===== src/rtl/fifo_reader_if.sv =====
// fifo_reader_if: FIFO read-port control plus the valid/ready word stream.
interface fifo_reader_if #(parameter int WIDTH = 4);
   logic             fifo_en;
   logic             fifo_rd;
   logic             fifo_wr;
   logic             fifo_status;
   logic [WIDTH-1:0] fifo_data;
   logic [WIDTH-1:0] m_data;
   logic             m_valid;
   logic             m_ready;
   modport master (
      output fifo_en, fifo_rd, fifo_wr, fifo_status, m_data, m_valid,
      input  fifo_data, m_ready
   );
   modport slave (
      input  fifo_en, fifo_rd, fifo_wr, fifo_status, m_data, m_valid,
      output fifo_data, m_ready
   );
endinterface


===== src/rtl/fifo_reader.sv =====
// fifo_reader: polls fifo_memory status, pulls one word per transaction and
// presents it on a valid/ready stream, hiding the FIFO's muxed registered output.
module fifo_reader #(
   parameter int WIDTH    = 4,
   parameter int POLL_GAP = 3
) (
   input  logic          clk,
   input  logic          reset,
   input  logic          run,
   fifo_reader_if.master bus,
   output logic [3:0]    flags,
   output logic          busy,
   output logic [7:0]    words_read
);
   typedef enum logic [2:0] {S_IDLE, S_POLL, S_EVAL, S_READ, S_FETCH, S_CAPTURE, S_HOLD} state_t;
   localparam logic [3:0] GAP_INIT = 4'(POLL_GAP - 1);
   state_t           state, state_nx;
   logic [3:0]       gap, gap_nx;
   logic [WIDTH-1:0] m_data_q;
   logic             m_valid_q, en, rd, status;
   always_ff @(posedge clk or negedge reset)
      if (!reset) begin
         state      <= S_IDLE;
         gap        <= '0;
         flags      <= '0;
         m_data_q   <= '0;
         m_valid_q  <= 1'b0;
         words_read <= '0;
      end else begin
         state <= state_nx;
         gap   <= gap_nx;
         if (state == S_EVAL) flags <= bus.fifo_data[3:0];
         if (state == S_CAPTURE) begin
            m_data_q   <= bus.fifo_data;
            m_valid_q  <= 1'b1;
            words_read <= words_read + 8'd1;
         end else if (state == S_HOLD && bus.m_ready) m_valid_q <= 1'b0;
      end
   always_comb begin
      state_nx = state;
      gap_nx   = gap;
      en       = 1'b0;
      rd       = 1'b0;
      status   = 1'b0;
      unique case (state)
         S_IDLE: if (run) begin
            state_nx = S_POLL;
            gap_nx   = GAP_INIT;
         end
         S_POLL: begin
            en       = 1'b1;
            state_nx = (gap == 4'd0) ? S_EVAL : S_POLL;
            gap_nx   = (gap == 4'd0) ? gap : gap - 4'd1;
         end
         S_EVAL: begin
            en       = 1'b1;
            state_nx = !run ? S_IDLE : bus.fifo_data[1] ? S_POLL : S_READ;
            gap_nx   = GAP_INIT;
         end
         S_READ: begin
            en       = 1'b1;
            rd       = 1'b1;
            status   = 1'b1;
            state_nx = S_FETCH;
         end
         S_FETCH: begin
            en       = 1'b1;
            status   = 1'b1;
            state_nx = S_CAPTURE;
         end
         S_CAPTURE: begin
            en       = 1'b1;
            status   = 1'b1;
            state_nx = S_HOLD;
         end
         // FIFO frozen until the consumer takes the word
         S_HOLD: begin
            status = 1'b1;
            if (bus.m_ready) begin
               state_nx = run ? S_POLL : S_IDLE;
               gap_nx   = GAP_INIT;
            end
         end
         default: state_nx = S_IDLE;
      endcase
   end
   assign bus.fifo_en     = en;
   assign bus.fifo_rd     = rd;
   assign bus.fifo_wr     = 1'b0;
   assign bus.fifo_status = status;
   assign bus.m_data      = m_data_q;
   assign bus.m_valid     = m_valid_q;
   assign busy            = (state != S_IDLE);
endmodule


===== src/flat_wrapper.sv =====
// flat-port wrapper written by rule: the top's interface ports become plain ports
module fifo_reader_flat 
#(
   parameter int WIDTH    = 4,
   parameter int POLL_GAP = 3
)
  (clk, reset, run, flags, busy, words_read, bus_fifo_en, bus_fifo_rd, bus_fifo_wr, bus_fifo_status, bus_m_data, bus_m_valid, bus_fifo_data, bus_m_ready);
  fifo_reader_if #(.WIDTH(WIDTH)) bus_i ();
  input  logic clk;
  input  logic reset;
  input  logic run;
  output logic [3:0] flags;
  output logic busy;
  output logic [7:0] words_read;
  output wire logic [$bits(bus_i.fifo_en)-1:0] bus_fifo_en;
  output wire logic [$bits(bus_i.fifo_rd)-1:0] bus_fifo_rd;
  output wire logic [$bits(bus_i.fifo_wr)-1:0] bus_fifo_wr;
  output wire logic [$bits(bus_i.fifo_status)-1:0] bus_fifo_status;
  output wire logic [$bits(bus_i.m_data)-1:0] bus_m_data;
  output wire logic [$bits(bus_i.m_valid)-1:0] bus_m_valid;
  input wire logic [$bits(bus_i.fifo_data)-1:0] bus_fifo_data;
  input wire logic [$bits(bus_i.m_ready)-1:0] bus_m_ready;
  assign bus_fifo_en = bus_i.fifo_en;
  assign bus_fifo_rd = bus_i.fifo_rd;
  assign bus_fifo_wr = bus_i.fifo_wr;
  assign bus_fifo_status = bus_i.fifo_status;
  assign bus_m_data = bus_i.m_data;
  assign bus_m_valid = bus_i.m_valid;
  assign bus_i.fifo_data = bus_fifo_data;
  assign bus_i.m_ready = bus_m_ready;
  fifo_reader #(.WIDTH(WIDTH), .POLL_GAP(POLL_GAP)) u_core (.clk(clk), .reset(reset), .run(run), .bus(bus_i), .flags(flags), .busy(busy), .words_read(words_read));
endmodule

===== config.mk =====
export PLATFORM = sky130hd
export DESIGN_NAME = fifo_reader_flat
export DESIGN_NICKNAME = d
export VERILOG_FILES = /design/src/rtl/fifo_reader_if.sv /design/src/rtl/fifo_reader.sv /design/src/flat_wrapper.sv
export SDC_FILE = /design/constraint.sdc
export NUM_CORES = 1
export LEC_CHECK = 0
export CAP_MARGIN = 20
export CORE_UTILIZATION = 35
export DETAILED_ROUTE_END_ITERATION = 8
export GPL_TIMING_DRIVEN = 0
export SETUP_SLACK_MARGIN = 0.1
export SYNTH_ARGS = -nofsm -noshare
export SYNTH_HDL_FRONTEND = slang
export SYNTH_SLANG_ARGS = --single-unit

===== constraint.sdc =====
create_clock -name clk -period 3.5 [get_ports clk]
set_input_delay 0.525 -clock clk [delete_from_list [all_inputs] [get_ports clk]]
set_output_delay 0.525 -clock clk [all_outputs]
set_load 0.02 [all_outputs]

==> impl_metrics.yaml <==
run:
  drv_cap: 0
cts:
  clock_latency_ns: 0.30
  postCtsSetupBuffers: 0
  cts_sinks: 24
  tritoncts: "built"
  cts_hold_buf: 0
  post_cts_resize_count: 0
  numCtsBuffers: 3
  h-tree-depth: 1
  cts_root_buf: "clkbuf_4"
  clockBufferDepth: 2
  path_clk_slew_ns: 0.12
global_routing:
  overflow: 0
  grt_max_degree: 25
  track_usage_pct: 14.93
  antenna_found_initial: 0
  grt_pass1_vias: 981
  grt_first_pass_wirelength_um: 4250
sta:
  hold_viol_final: 0
  worst_pin_slew_ns: 0.5010
  setup-tns-final_ns: 0
  maxSlewHeadroom_pct: 66.50
  fin_crit_ns: 2.743
  final.setup_skew_ns: 0.001995
  min_period_over_period_pct: 78.36
  setup_viol: 0
  rsz0062_at_grt: "no"
  max_freq_ghz: 0.3646
  slew_viol_final: 0
detailed_routing:
  first_pass_iters: 4
  drtIter0Drc: 49
  vias_per_cell: 5.005
  wl_per_cell_um: 12.09
  drc: 0
  vias: 1011
  final_antenna_net_count: 0
  drt-total-wl_um: 2442
critical_path:
  worstSetupEndpointType: "output pin"
  cp-startpoint: "u_core.state[1]$_DFFE_PN0P_"
  crit_end: "bus_fifo_en"
  critPathLaunchType: "flip-flop"
  cp_max_fo: 10
  reg2regPathDepth: 6
  r2r_end: "u_core.gap[1]$_DFFE_PN0P_"
  criticalPathCategory: "reg2out"
  cp.arrival_ns: 2.22
  rrSetupSlack_ns: 1.82
  required_ns: 2.97
  rr_startpoint: "u_core.gap[1]$_DFFE_PN0P_"
floorplan:
  die_h_um: 61.73
  die_area_um2: 3811
  start_util_pct: 36.84
  core_um2: 3390
  ioPinCount: 30
  fp-row-count: 21
  die_x_um: 61.73
layout:
  multi_input_area_um2: 585.6
  mostFrequentLayoutCell: "clkdlybuf4s50_1"
  seq_area_um2: 600.6
  fillerInstances: 339
  drive_gt1_share_pct: 8.974
  area.growth.synth_to_final_pct: 32.16
  diodes: 0
  finish.net_count: 168
  most-common-layout-cells: "clkdlybuf4s50_1, dfrtp_1, nand2_1, a21oi_1, inv_1"
logic_synthesis:
  synth_seq_cells: 24
  synthesis.nets: 134
  yosys_warnings: 0
  avgSynthCellArea_um2: 10.15
  yosysUniqueCellTypes: 36
  syn-cell-area_um2: 1249
  synth-seq-area-share_pct: 48.10
  syn_inst: 123
placement:
  place_congestion: 0.8578
  portBuffers: 28
  dp_hpwl_um: 1853
pwr:
  peakVddDrop_v: 0.0004064
  p_per_area_nw_per_um2: 846.7
  power_mw: 1.397
  power_leakage_nw: 0.7419
hold_path:
  worstHoldPathType: "reg2reg"
status:
  status: "finished clean"
final cells by class:
| class | count | share of cell area, % |
|---|---|---|
| flip-flops and latches | 24 | 36.39 |
| well taps | 46 | 3.487 |
| clock buffers | 4 | 2.199 |
| inverters | 6 | 1.365 |
| plain buffers | 7 | 2.426 |
| multi-input cells | 86 | 35.48 |
| repair buffers | 29 | 18.65 |
synthesized netlist by cell type:
master    number  share of area, %
and3_1         3               1.5
and4bb_1       1               1.0
or3_1          1              0.50
a221oi_1       1              0.70
nand3b_4       1               1.6
or4b_1         1              0.80
inv_1          6               1.8
nand4_1        3               1.5
nor3b_1        1              0.60
xnor2_1        5               3.5
ha_1           3               3.0
xor2_1         3               2.1
buf_2          2              0.80
o21ai_0        3               1.2
mux2_1         4               3.6
clkbuf_1       3              0.90
and3b_1        1              0.70
a21oi_1        8               3.2
nor2_1         3              0.90
buf_6          1              0.90
nor3_2         2               1.6
nand3b_1       1              0.60
nor3b_2        2               2.0
conb_1         1              0.30
a21o_1         2               1.2
dfrtp_1       24                48
buf_4          1              0.60
a31oi_1        3               1.5
nand3_1        3               1.2
nor2b_1        2               1.0
nand2_1       18               5.4
or3b_1         1              0.70
a211oi_1       4               2.4
nor3_1         3               1.2
o311ai_1       1              0.70
a21boi_0       1              0.60
registers in the layout, summed over array words and instances (netlist names):
signal	count
u_core.bus.m_data	4
u_core.bus.m_valid	1
u_core.flags	4
u_core.gap	4
u_core.state	3
u_core.words_read	8
worst min path at each step:
stage / start / endpoint / slack, ns / cells after the start
3_5_place_dp: u_core.words_read[7]$_DFFE_PN0P_ / u_core.words_read[7]$_DFFE_PN0P_ / 0.46 / 1
5_1_grt: u_core.words_read[7]$_DFFE_PN0P_ / u_core.words_read[7]$_DFFE_PN0P_ / 0.49 / 1
3_3_place_gp: u_core.words_read[7]$_DFFE_PN0P_ / u_core.words_read[7]$_DFFE_PN0P_ / 0.46 / 1
4_1_cts: u_core.words_read[7]$_DFFE_PN0P_ / u_core.words_read[7]$_DFFE_PN0P_ / 0.48 / 1
6_report: u_core.words_read[7]$_DFFE_PN0P_ / u_core.words_read[7]$_DFFE_PN0P_ / 0.47 / 1
2_1_floorplan: reset / u_core.bus.m_data[0]$_DFFE_PN0P_ / 0.23 / 0
stage by stage:
| stage | worst slack (ns) | hold slack, ns | utilization [%] | area [µm²] | std cells |
|---|---|---|---|---|---|
| 4_1_cts | 0.7096 | 0.4791 | 47.88 | 1623 | 201 |
| 3_5_place_dp | 1.082 | 0.4574 | 46.81 | 1587 | 197 |
| 6_report | 0.7574 | 0.4722 | 48.69 | 1650 | 202 |
| 2_1_floorplan | 1.421 | 0.2294 | - | 1249 | 123 |
| 5_1_grt | 0.5701 | 0.4886 | 48.69 | 1650 | 202 |
| 3_3_place_gp | 1.124 | 0.4597 | 46.81 | 1587 | 197 |
cells by family (layout without fill, tap and decap cells):
kind of cell / Yosys count / in the layout / synth area share (%)
compound gates: 23 / 23 / 11.52
xor+xnor: 8 / 8 / 5.611
other cells: 1 / 1 / 0.3003
fa+ha+maj: 3 / 3 / 3.006
mux: 4 / 4 / 3.607
simple gates: 47 / 47 / 22.85
buf+inv: 13 / 46 / 5.010
flops: 24 / 24 / 48.10
power breakdown:
group	switching, mW	leakage [nW]	internal (mW)	total, mW
sequential	0.102	0.301	0.390	0.492
clock	0.0759	0.0210	0.0635	0.139
combinational	0.402	0.420	0.364	0.766
routing by layer:
layer  up-vias  part of all wire, %  GRT usage [%]
li1        498                    -              -
met1       484                   51          20.52
met2        24                   45          24.12
met3         5                  3.3          2.692
met4         0                 0.98          4.444
met5         -                    0              0
critical path, cell delays in order, from the launching register on:
cell and delay [ns]:
dfrtp_1 0.49, clkbuf_1 0.36, inv_1 0.13, nand3_1 0.13
a21boi_0 0.19, clkdlybuf4s50_1 0.63
Power figures use the tool's default switching activity.
